**src/rtl/cache_refill_ctrl.sv**
```systemverilog
// Miss-refill controller for a 2-way set-associative data cache.
// Fetches the four words of a missing block over a req/ack bus, then writes the line into the victim way.
module cache_refill_ctrl #(
    parameter int ADDR_WIDTH = 32,
    parameter int WORD_WIDTH = 32,
    parameter int INDEX_BITS = 6
) (
    input  logic                               clk,
    input  logic                               rst_n,
    input  logic                               miss_req,
    input  logic [ADDR_WIDTH-1:0]              miss_addr,
    input  logic                               lru_way,
    output logic                               mem_req,
    output logic [ADDR_WIDTH-1:0]              mem_addr,
    input  logic                               mem_ack,
    input  logic [WORD_WIDTH-1:0]              mem_rdata,
    output logic                               fill_we_way_0,
    output logic                               fill_we_way_1,
    output logic [INDEX_BITS-1:0]              fill_index,
    output logic [ADDR_WIDTH-INDEX_BITS-5:0]   fill_tag,
    output logic [4*WORD_WIDTH-1:0]            fill_data,
    output logic                               busy,
    output logic                               refill_done
);

    localparam int TAG_BITS = ADDR_WIDTH - INDEX_BITS - 4;

    localparam logic [1:0] IDLE  = 2'd0;
    localparam logic [1:0] FETCH = 2'd1;
    localparam logic [1:0] WRITE = 2'd2;

    logic [1:0]              state;
    logic [1:0]              cnt;
    logic [TAG_BITS-1:0]     tag_q;
    logic [INDEX_BITS-1:0]   index_q;
    logic                    victim;
    logic [4*WORD_WIDTH-1:0] line;

    // Byte and block offset of the miss address never matter: the whole block is fetched from word 0.
    logic unused_offset;
    assign unused_offset = ^miss_addr[3:0];

    always_ff @(posedge clk or negedge rst_n) begin
        if (!rst_n) begin
            state   <= IDLE;
            cnt     <= 2'd0;
            tag_q   <= '0;
            index_q <= '0;
            victim  <= 1'b0;
            line    <= '0;
        end else begin
            case (state)
                IDLE: begin
                    if (miss_req) begin
                        tag_q   <= miss_addr[ADDR_WIDTH-1 -: TAG_BITS];
                        index_q <= miss_addr[INDEX_BITS+3:4];
                        victim  <= lru_way;
                        cnt     <= 2'd0;
                        state   <= FETCH;
                    end
                end
                FETCH: begin
                    if (mem_ack) begin
                        for (int k = 0; k < 4; k++) begin
                            if (cnt == 2'(k)) begin
                                line[k*WORD_WIDTH +: WORD_WIDTH] <= mem_rdata;
                            end
                        end
                        // cnt wraps back to 0 after the last word
                        cnt <= cnt + 2'd1;
                        if (cnt == 2'd3) begin
                            state <= WRITE;
                        end
                    end
                end
                WRITE: begin
                    state <= IDLE;
                end
                default: begin
                    state <= IDLE;
                end
            endcase
        end
    end

    always_comb begin
        mem_req       = 1'b0;
        mem_addr      = '0;
        fill_we_way_0 = 1'b0;
        fill_we_way_1 = 1'b0;
        refill_done   = 1'b0;
        if (state == FETCH) begin
            mem_req  = 1'b1;
            mem_addr = {tag_q, index_q, cnt, 2'b00};
        end
        if (state == WRITE) begin
            fill_we_way_0 = ~victim;
            fill_we_way_1 = victim;
            refill_done   = 1'b1;
        end
    end

    assign busy       = (state != IDLE);
    assign fill_index = index_q;
    assign fill_tag   = tag_q;
    assign fill_data  = line;

endmodule
```
**config.mk**
```make
export PLATFORM = sky130hd
export DESIGN_NAME = cache_refill_ctrl
export DESIGN_NICKNAME = d
export VERILOG_FILES = /design/src/rtl/cache_refill_ctrl.sv
export SDC_FILE = /design/constraint.sdc
export NUM_CORES = 1
export LEC_CHECK = 0
export ABC_AREA = 0
export CORE_ASPECT_RATIO = 0.6
export CORE_MARGIN = 2
export CORE_UTILIZATION = 30
export DETAILED_ROUTE_END_ITERATION = 8
export GPL_TIMING_DRIVEN = 0
export SETUP_SLACK_MARGIN = 0.2
export SYNTH_ARGS = -nofsm -noshare
export SYNTH_HDL_FRONTEND = slang
export SYNTH_SLANG_ARGS = --single-unit
```
**constraint.sdc**
```tcl
create_clock -name clk -period 1.87 [get_ports clk]
set_input_delay 0.187 -clock clk [delete_from_list [all_inputs] [get_ports clk]]
set_output_delay 0.187 -clock clk [all_outputs]
set_load 0.02 [all_outputs]
```
Yosys cells after proc, flatten, opt, wreduce, memory -nomap -nowiden:

Index checks and enable logic that the tools add are counted.

* bits in registers: 161
* bits in latches: 0
* RAM bits: 0
* memory bits (read-only): 0
* input bits: 69
* output and inout port bits: 193
* word-level logic and storage cells: 42
* memories: 0

* add/sub/neg operators: 1
* multipliers: 0
* divide/modulo/power cells: 0
* $lt $le $gt $ge: 0
* equality and inequality tests: 8
* shift operators: 0
* multiplexer cells: 12
* bitwise operators: 1
* reduce and logical (&&, ||, !) cells: 11

Operator list (number)
* 32-bit two-way mux: 1
* 3-bit AND reduction: 6
* 2-bit two-way mux: 5
* 2-bit case mux with 2 select lines: 2
* 2-bit == test, second input constant: 3
* 2-bit inequality test, second input constant: 3
* 2-bit by 1-bit == test with 1-bit output, second input constant: 2
* 2-bit zero test: 2
* 1-bit two-way mux: 4
* 2-bit nonzero test: 2
* 2-bit by 1-bit adder with 2-bit output, second input constant: 1
* 2-bit AND reduction: 1
* 1-bit inverter: 1

Longest topological paths before layout:

* depth after elaboration: 4
* mapped depth: 5

Least setup slack after synthesis:

Ideal clock, no wire load.

* path type: flip-flop to output port
* start point: reg state[0]
* end point: out fill_we_way_0
* data arrival time: 1359 ps
* data required time: 1683 ps
* setup slack: 324 ps
* stages on the path, launching flop included: 4
* buffers on the path: 1
* path through: dfrtp_1 buf_6 nor2b_1 nor2b_1

* cells in the longest elaborated chain, start to end: 2

Ends and longest elaborated chain
* from (decl): line 32 `logic [1:0] state;`
* from (signal assigned): line 45 `state <= IDLE;`
* from (signal assigned): line 59 `state <= FETCH;`
* from (signal assigned): line 72 `state <= WRITE;`
* 2-bit == test: line 96 `if (state == WRITE) begin`
* 1-bit two-way mux: line 96
* to (decl): line 17 `output logic fill_we_way_0,`

Every way passes these cells.

Worst setup path in the final report:

* start point: reg state[1]
* end point: out mem_addr[3]

* cells in the longest elaborated chain, start to end: 2

Ends and longest elaborated chain
* 2-bit by 1-bit == test with 1-bit output: line 92 `if (state == FETCH) begin`
* 32-bit two-way mux: line 92
* to (decl): line 14 `output logic [ADDR_WIDTH-1:0] mem_addr,`

Every way passes these cells.

==> summary.txt <==
Timing
  – Number of hold-slack violations in the final timing report: 0
  – Least setup slack across all paths after layout: 0.0911 ns
  – Final slew viol count: 0
  – RSZ-0062 raised after global routing: yes
  – Remaining max-slew budget at the tightest pin: 63.0%
  – Worst Tran Pin Value: 0.555 ns
  – Timing-limited maximum frequency: 562 MHz
  – Shortest period the worst path allows: 1.78 ns
  – Worst-case clock skew: 0.00762 ns
  – Crit share post-route: 95.1%
  – Setup violations, final: 0

Pwr
  – Worst-case vdd ir drop: 0.000838 V
  – Power per cell area: 2070 nW/um2
  – Leakage power: 5.08 nW

Final layout
  – Final cell count without fillers: 995
  – Most used cells in the layout excluding fill and tap cells: clkdlybuf4s50_1, dfrtp_1, mux2_2
  – Sequential Area: 4030 um2
  – Synth-to-Final Area Change: 62.0%
  – Multi-input logic area: 2520 um2
  – Number of antenna cells inserted: 0
  – Net count, final: 769
  – Share of layout cells above drive strength 1: 42.6%
  – Most common cell after layout, fill and taps aside: clkdlybuf4s50_1
  – Number of fill cells in the layout: 1895

Setup path
  – Worst-path cell with the longest stage delay: dfrtp_1
  – Crit end category: primary output
  – Worst reg2reg setup slack: 0.20 ns
  – Setup Crit Path Kind: reg -> out
  – CP required: 1.68 ns
  – Register-to-Register Path Depth: 5
  – Cell family with most CP delay: buffers and inverters
  – Critical path launch point: state[1]
  – Largest stage delay, worst path: 0.39 ns
  – Arr. time, crit path: 1.59 ns
  – Critical path peak fanout: 5
  – Cell mode on critical path: buf_6
  – Launching point of the worst reg2reg path: state[0]
  – Type of origin of the critical path: flop
  – Buffer and inverter count on the worst path: 4
  – Endpoint of the lowest-slack register-to-register path: fill_tag[21]
  – CP cell instances: buf_6 -> nor2b_4 -> buf_6 -> buf_8 -> and2_4 -> buf_6

Synthesis
  – Share of async-settable or async-resettable flops after synthesis: 100%
  – Synthesized netlist cell count: 398
  – Top-area cell type share of the netlist area: 60.6%
  – Top cells by area in the synthesized netlist: dfrtp_1, mux2_2, mux2_4, and2_1, buf_6
  – Post-synth top area cell: dfrtp_1
  – Synth Flop Type: dfrtp_1
  – Cell Area, Synth: 6650 um2
  – Sequential-to-total area share from yosys stat: 60.6%
  – Number of synthesized flops with an enable pin: 0
  – Mean area per synthesized cell: 16.7 um2
  – Number of storage elements in the synthesis netlist: 161
  – Number of warning messages in the yosys log: 0
  – Cell variety after synth: 23

Floorplan
  – Std cell rows: 42
  – Number of top-level pins: 262
  – Core area: 21900 um2
  – Vertical extent of the die: 119 um
  – Initial Utilization: 30.3%
  – Horiz. Die Dim: 196 um
  – Floorplan die area: 23400 um2

Min path
  – Worst Min Path Start: mem_ack
  – Min-Delay Path Depth: 2
  – Worst Hold End: cnt[1]
  – Type of the tightest min-delay check: in -> reg

Drt
  – Count of vias placed by the detailed router: 4317
  – Number of search-and-repair iterations in the first detailed-routing pass: 4
  – Drt total wl: 18500 um
  – Number of DRC markers in iteration 0: 146
  – Vias per cell: 4.34
  – Number of nets still failing antenna checks after routing: 0
  – Detailed-route DRC error count: 0
  – Average detailed-routed wire length per instance: 18.6 um

Placed design
  – Placer Congestion: 0.792
  – DP Cell Count: 940
  – Number of port buffers: 254
  – Pre-CTS setup slack: -0.434 ns
  – Final HPWL from detailed placement: 12800 um

Clocking
  – Total number of clock tree sinks: 161
  – Number of levels the H-tree was split into: 4
  – Worst-skew pair later-pin latency: 0.43 ns
  – Clock tree from TritonCTS: yes
  – Clock tree buffer depth: 2
  – Reg clk slew, reported paths: 0.06 ns
  – CTS root buffer: clkbuf_16
  – CTS buffer count: 17

Global route
  – First-pass GRT wire length: 28000 um
  – Largest net degree at the start of global routing: 91
  – Global-route usage over all layers: 16.0%
  – Number of global-route vias before repair: 4646
  – Initial antenna violation count: 0
  – Grt total ovfl: 0

Status
  – Status: completed

Run
  – Reported max-cap violation count: 0
-- cells in the mapped netlist (2+ instances only) --
cell and n:
clkbuf_1 3, o221ai_1 2, and2_1 32, buf_4 4
nand2_1 2, buf_2 6, nand4b_4 3, mux2_1 8
inv_1 3, mux2_4 60, ha_1 4, nor2b_1 3
mux2_2 89, buf_6 10, dfrtp_1 161
-- power breakdown --
part | switching, mW | total, mW | internal, mW | leakage [nW]
combinational | 5.30 | 12.2 | 6.86 | 2.87
clock | 1.48 | 3.76 | 2.28 | 0.299
sequential | 1.11 | 6.38 | 5.27 | 1.91
-- state kept, by name, summed over array words and instances, names as in the netlist --
| signal | flops |
|---|---|
| fill_data | 128 |
| cnt | 2 |
| fill_tag | 22 |
| state | 2 |
| fill_index | 6 |
| victim | 1 |
-- metrics by stage --
| step | utilization (%) | power (mW) | hold slack, ns | cell area (um2) | TNS [ns] |
|---|---|---|---|---|---|
| after floorplan | - | 12.2 | -0.109 | 6650 | 0 |
| after global placement | 43.6 | 17.5 | 0.478 | 9550 | -950.05 |
| after detailed placement | 43.7 | 17.6 | 0.187 | 9590 | -10.27 |
| after CTS | 47.7 | 22.1 | 0.147 | 10500 | 0 |
| after global routing | 49.2 | 23.4 | 0.196 | 10800 | 0 |
| final | 49.2 | 22.3 | 0.165 | 10800 | 0 |
-- logic make-up after synthesis --
kind of cell,count (synthesis),synth area share (%)
DFF,161,60.6
muxes,157,30.0
and+or+nand+nor,46,5.29
buffers and inverters,26,2.94
adders and majority gates,4,0.753
AOI/OAI and AO/OA,3,0.414
other,1,0.0564
-- repair_timing --
item / 4_1_cts / 5_1_grt
gates resized for setup: 244 / 64
endpoints found under the hold margin: 71 / 0
endpoints found under the setup margin: 131 / 173
pin swaps: 15 / 1
hold buffers: 1 / 0
setup buffers: 8 / 9
gates cloned: 3 / 2
-- layer usage --
layer  wire (um)  global-route usage [%]  vias to the layer above
met3        1460                    6.29                       15
met1        8660                    21.8                     2167
met4         172                    4.26                        0
met5           0                       0                        -
met2        8170                    23.8                      151
li1            -                       -                     1984
-- area by class of cell --
class                      count  area share (%)
buffer                        23            2.80
clock buffer                  20            4.15
clock inverter                12            1.68
inverter                       3           0.105
multi-input combinational    212            23.4
sequential                   161            37.4
tap                          286            3.32
timing repair buffer         278            27.1
-- worst max path at each step --
stage                                end  slack, ns  cells after the start
after floorplan            fill_we_way_0       0.32                      3
after global placement    fill_data[110]      -5.86                      1
after detailed placement     mem_addr[3]      -0.43                      5
after CTS                    mem_addr[3]       0.05                      6
after global routing        mem_addr[24]      0.007                      6
final                        mem_addr[3]       0.09                      6
Power figures use the tool's default switching activity.
